`config.mk`:
```
export PLATFORM = sky130hd
export DESIGN_NAME = output_column_fifo
export DESIGN_NICKNAME = d
export VERILOG_FILES = /design/src/rtl/output_column_fifo.sv
export SDC_FILE = /design/constraint.sdc
export NUM_CORES = 1
export LEC_CHECK = 0
export BUFFER_PORTS_ARGS = -buffer_cell sky130_fd_sc_hd__buf_2
export CAP_MARGIN = 20
export CORE_MARGIN = 2
export CORE_UTILIZATION = 50
export DETAILED_ROUTE_END_ITERATION = 10
export GPL_ROUTABILITY_DRIVEN = 0
export GPL_TIMING_DRIVEN = 0
export PLACE_DENSITY = 0.69
export SLEW_MARGIN = 40
export SYNTH_ARGS = -nofsm -noshare
export SYNTH_HDL_FRONTEND = slang
export SYNTH_SLANG_ARGS = --single-unit
```
`constraint.sdc`:
```
create_clock -name w_clk -period 2.6 [get_ports w_clk]
set_clock_uncertainty 0.1 [all_clocks]
set_input_delay 0.13 -clock w_clk [delete_from_list [all_inputs] [get_ports w_clk]]
set_output_delay 0.13 -clock w_clk [all_outputs]
set_load 0.01 [all_outputs]
```
`src/rtl/output_column_fifo.sv`:
```
// Per-column result buffer feeding the output fill stage: first-word-fall-through
// FIFO with registered occupancy count and sticky overflow/underflow flags.
module output_column_fifo #(
    parameter int unsigned data_size  = 16,
    parameter int unsigned depth      = 16,
    parameter int unsigned addr_width = 4
) (
    input  logic                  w_clk,
    input  logic                  reset,
    input  logic                  clear,
    input  logic                  push,
    input  logic [data_size-1:0]  din,
    input  logic                  pop,
    output logic [data_size-1:0]  dout,
    output logic                  is_empty,
    output logic                  full,
    output logic [addr_width:0]   count,
    output logic                  overflow,
    output logic                  underflow
);

    localparam int unsigned CNT_W = addr_width + 1;
    localparam logic [CNT_W-1:0] DEPTH_CNT = CNT_W'(depth);

    logic [data_size-1:0]  mem_q [depth];
    logic [addr_width-1:0] wr_ptr_q, wr_ptr_d;
    logic [addr_width-1:0] rd_ptr_q, rd_ptr_d;
    logic [CNT_W-1:0]      count_q, count_d;
    logic                  overflow_q, overflow_d;
    logic                  underflow_q, underflow_d;
    logic                  pop_ok, push_ok, wr_en;

    // A pop frees a slot in the same cycle, so a full FIFO may still accept a push.
    always_comb begin
        pop_ok  = pop && (count_q != '0);
        push_ok = push && ((count_q != DEPTH_CNT) || pop_ok);
        wr_en   = push_ok && !clear && reset;
    end

    always_comb begin
        wr_ptr_d    = wr_ptr_q;
        rd_ptr_d    = rd_ptr_q;
        count_d     = count_q;
        overflow_d  = overflow_q;
        underflow_d = underflow_q;
        if (clear) begin
            wr_ptr_d    = '0;
            rd_ptr_d    = '0;
            count_d     = '0;
            overflow_d  = 1'b0;
            underflow_d = 1'b0;
        end else begin
            if (push_ok) wr_ptr_d = wr_ptr_q + addr_width'(1);
            if (pop_ok)  rd_ptr_d = rd_ptr_q + addr_width'(1);
            if (push_ok && !pop_ok) count_d = count_q + CNT_W'(1);
            if (pop_ok && !push_ok) count_d = count_q - CNT_W'(1);
            if (push && !push_ok) overflow_d  = 1'b1;
            if (pop && !pop_ok)   underflow_d = 1'b1;
        end
    end

    always_ff @(posedge w_clk) begin
        if (!reset) begin
            wr_ptr_q    <= '0;
            rd_ptr_q    <= '0;
            count_q     <= '0;
            overflow_q  <= 1'b0;
            underflow_q <= 1'b0;
        end else begin
            wr_ptr_q    <= wr_ptr_d;
            rd_ptr_q    <= rd_ptr_d;
            count_q     <= count_d;
            overflow_q  <= overflow_d;
            underflow_q <= underflow_d;
        end
    end

    // Storage is deliberately left unreset; the count gates what is visible.
    always_ff @(posedge w_clk) begin
        if (wr_en) mem_q[wr_ptr_q] <= din;
    end

    always_comb begin
        dout      = (count_q != '0) ? mem_q[rd_ptr_q] : '0;
        is_empty  = (count_q == '0);
        full      = (count_q == DEPTH_CNT);
        count     = count_q;
        overflow  = overflow_q;
        underflow = underflow_q;
    end

endmodule
```
==> key figures <==
Run status
  – Status: finished clean

Placement
  – Cell Area, Placed: 11800 µm²
  – IO buf count: 45
  – Placed insts: 869
  – Dpl hpwl: roughly 15 mm

Power and ir drop
  – Peak supply drop: 0.000539 V
  – NetSw: 1.85 mW
  – Pwr/cell area: roughly 670 nW/µm²
  – Int Pwr: a little over 7 mW
  – Clock power frac: 0.407
  – Comb pwr share: 0.055
  – Tot Pwr: 9.04 mW
  – Static leakage: between 4 and 5 nW
  – Switching share of power: 0.205
  – Flop pwr share: 0.538

Route
  – Met3 wire len: roughly 1.3 mm
  – Vias per cell: between 5 and 6
  – Routed WL per cell: 24.5 µm
  – Routed met1 length: 9.49 mm
  – Remaining antenna violation count: 0
  – DRC violations left: 0
  – WL final: ~23 mm
  – Max Used Layer: met4
  – Drt pass-1 iters: 4
  – WL met2: about 12 mm
  – Number of DRC markers in iteration 0: around 380
  – Vias: 5610

Synthesis
  – Mux cell area share after synthesis: 0.150
  – Cell variety after synth: 40
  – Post-synthesis simple-gate area fraction: 0.0392
  – Syn Nets: approximately 570
  – Synth Area in XOR/XNOR: 0.00484
  – Post-synthesis compound-gate area fraction: 0.0378
  – FF+latch count, synth: between 200 and 300
  – Largest family of logic cells by synthesized area: multiplexers
  – YS warnings: 0
  – Sequential share of the synthesized area: 0.743
  – Syn_area_per_cell: around 20 µm²
  – Post-synthesis cell count: roughly 540
  – Synth Area in Adders: 0.0111
  – Cell Area, Synth: around 11000 µm²

CTS
  – CTS tree: yes
  – Worst-Skew Late Latency: 530 ps
  – Clock-pin slew on the worst setup and hold paths: 60 ps
  – Max Root-Sink Buffers: 3
  – TritonCTS Sinks: 275
  – H-tree levels: 1
  – TritonCTS buffer count: 28
  – CTS root buffer: clkbuf_16

Die
  – Overall die height: ~150 µm
  – Die X: about 150 µm
  – Die area: approximately 23000 µm²
  – IO Pins: 46
  – Initial Util: 0.514
  – Core area: roughly 21000 µm²
  – Floorplan row count: 53

Global route
  – Largest net degree at the start of global routing: 17
  – Initial antenna violation count: 0
  – Vias in the first global route: just under 6000
  – GRT overflow: 0
  – First-pass GRT wire length: 34.5 mm
  – Total GRT Usage: 0.208

Worst hold path
  – Min-Delay Path Class: in2reg
  – Worst hold path depth: 4
  – Hold endpoint: wr_ptr_q[1]$_SDFFE_PP0P_
  – HP Start: reset

Timing
  – Final hold violations: 0
  – Final Slew Violations: 0
  – Final setup vio count: 0
  – Slew HR: 0.401
  – Worst slew pin tran: ~900 ps
  – Period Utilization, post-route: 0.986
  – Fin Setup TNS: 0 ps
  – FMAX: 0.390 GHz
  – Crit path time final: around 2600 ps
  – RSZ-0062 raised after global routing: yes

Worst setup path
  – Critical R2R Launch: count[0]$_SDFFE_PP0P_
  – FF-to-FF path depth: 8
  – Startpoint Class: flip-flop
  – Crit path required time: around 2400 ps
  – Critical-path maximum fanout: 8
  – Crit path capture type: output pin
  – Arr. time, crit path: 2330 ps
  – Capture point of the worst reg-to-reg path: count[4]$_SDFFE_PP0P_
  – R2R Setup Slk: ~70 ps
  – Critical Setup Path Class: reg2out

Final layout
  – Non-Filler Instances: roughly 960
  – Antenna diode count: 0
  – Layout cells sized above 1: 0.400
  – Finished Cell Area: around 13000 µm²
  – Fill count: around 1400
  – Net count, final: 691
  – Synth-to-layout area growth: 23.6%

Run
  – Max_cap viols: 0
synth_stat cells:
cell type | count | share of area
nand3b_1 | 1 | 0.00069
o31ai_1 | 2 | 0.0014
ha_1 | 8 | 0.0092
mux4_2 | 64 | 0.13
clkbuf_1 | 8 | 0.0028
o21ai_0 | 1 | 0.00046
nand2_1 | 6 | 0.0021
a21boi_0 | 1 | 0.00069
nor2b_1 | 21 | 0.012
nor4_4 | 1 | 0.0020
a41oi_1 | 1 | 0.00081
nor2_1 | 31 | 0.011
o21ai_2 | 1 | 0.00081
a211oi_1 | 33 | 0.023
a21oi_1 | 7 | 0.0032
xor2_1 | 4 | 0.0032
edfxtp_1 | 256 | 0.71
mux2_2 | 1 | 0.0010
o311ai_4 | 1 | 0.0024
a311o_1 | 1 | 0.00092
dfxtp_1 | 19 | 0.035
inv_1 | 3 | 0.0010
or3_1 | 1 | 0.00058
inv_2 | 1 | 0.00035
mux2i_1 | 18 | 0.017
buf_2 | 11 | 0.0051
xnor2_1 | 2 | 0.0016
fa_1 | 1 | 0.0018
nor3_1 | 4 | 0.0018
a21boi_1 | 1 | 0.00069
nand2b_1 | 3 | 0.0017
buf_6 | 1 | 0.0010
nor2_4 | 1 | 0.0010
buf_4 | 6 | 0.0041
nand4_1 | 2 | 0.0012
o211ai_1 | 2 | 0.0014
a21o_1 | 1 | 0.00069
nand3_1 | 7 | 0.0032
o21ai_4 | 1 | 0.0015
or4_1 | 3 | 0.0021
registers in the layout, summed over array words and instances (netlist names), named ones only:
name and flops:
count 5, rd_ptr_q 4, overflow 1, underflow 1, mem_q 256, wr_ptr_q 4
worst max-delay path, cell delays in order, from the launching register on:
cell and delay (ps):
dfxtp_2 350, buf_12 150, clkbuf_16 160, mux4_2 500, nor2b_1 160, a211oi_2 230, a211oi_1 80, buf_2 170
worst max-delay path by stage:
stage / end / slack (ps) / depth (start not counted)
after detailed placement: count[4]$_SDFFE_PP0P_ / -180 / 9
after global placement: mem_q[12][12]$_DFFE_PP_ / -480 / 4
after global routing: dout[11] / -30 / 7
after floorplan: count[4]$_SDFFE_PP0P_ / 30 / 9
after CTS: dout[4] / 4 / 7
final: dout[11] / 40 / 7
layer usage:
layer	vias up	track usage
met2	184	0.369
met5	-	0
met1	2912	0.277
met4	0	0.0425
met3	32	0.0265
li1	2482	-
kinds of logic after synthesis:
| group | Yosys count |
|---|---|
| multiplexers | 83 |
| flip-flops | 275 |
| XOR/XNOR | 6 |
| AND/OR/NAND/NOR | 81 |
| buffers and inverters | 30 |
| adder cells (fa/ha/maj) | 9 |
| AO/OA/AOI/OAI | 53 |
power groups by stage:
stage                     clock network (mW)  logic (mW)  registers, mW
after detailed placement                   0       0.396           4.96
after floorplan                            0       0.210           4.96
final                                   3.68       0.493           4.86
after global routing                    3.92       0.528           4.86
after global placement                     0       0.368           4.96
after CTS                               3.75       0.462           4.86
layout make-up:
class | instances | area, µm² | share of cell area
Buffer | 25 | 280 | 0.0209
Clock buffer | 37 | 756 | 0.0563
Clock inverter | 14 | 93.8 | 0.00699
Inverter | 4 | 17.5 | 0.00130
Multi-Input combinational cell | 232 | 3040 | 0.227
Sequential cell | 275 | 8080 | 0.601
Tap cell | 275 | 344 | 0.0256
Timing Repair Buffer | 95 | 823 | 0.0613
through the flow:
stage | hold slack, ps | util | setup WS [ps]
floorplan | 129 | - | 34.9
global route | 49.5 | 0.635 | -30.5
detailed placement | 364 | 0.557 | -183
CTS | 6.70 | 0.622 | 3.88
finish | 18.3 | 0.635 | 36.3
global placement | 349 | 0.542 | -483
repair_timing:
action | in CTS | in global routing
pin swaps | 12 | 15
hold buffers | 19 | 0
endpoints found under the setup margin | 18 | 50
cloned | 0 | 2
hold endpoints to repair | 262 | 0
gates resized for setup | 67 | 33
buffers inserted | 11 | 6
layout by cell type, fill, tap and decap left out, types with 6 or more instances in the layout:
| cell type | netlist | layout |
|---|---|---|
| a21oi_1 | 7 | 6 |
| buf_2 | 11 | 46 |
| mux4_2 | 64 | 64 |
| a211oi_1 | 33 | 8 |
| buf_6 | 1 | 6 |
| clkinv_1 | 0 | 6 |
| dlygate4sd3_1 | 0 | 19 |
| a211oi_2 | 0 | 25 |
| edfxtp_1 | 256 | 256 |
| buf_4 | 6 | 15 |
| dfxtp_1 | 19 | 16 |
| mux2i_2 | 0 | 9 |
| nand3_1 | 7 | 6 |
| mux2i_1 | 18 | 6 |
| nor2b_1 | 21 | 20 |
| clkbuf_1 | 8 | 12 |
| nor2_1 | 31 | 15 |
| ha_1 | 8 | 6 |
| clkbuf_16 | 0 | 31 |
| buf_8 | 0 | 14 |
| nor2_4 | 1 | 17 |
| buf_12 | 0 | 9 |
No activity file was read; power rests on OpenSTA's default activity.
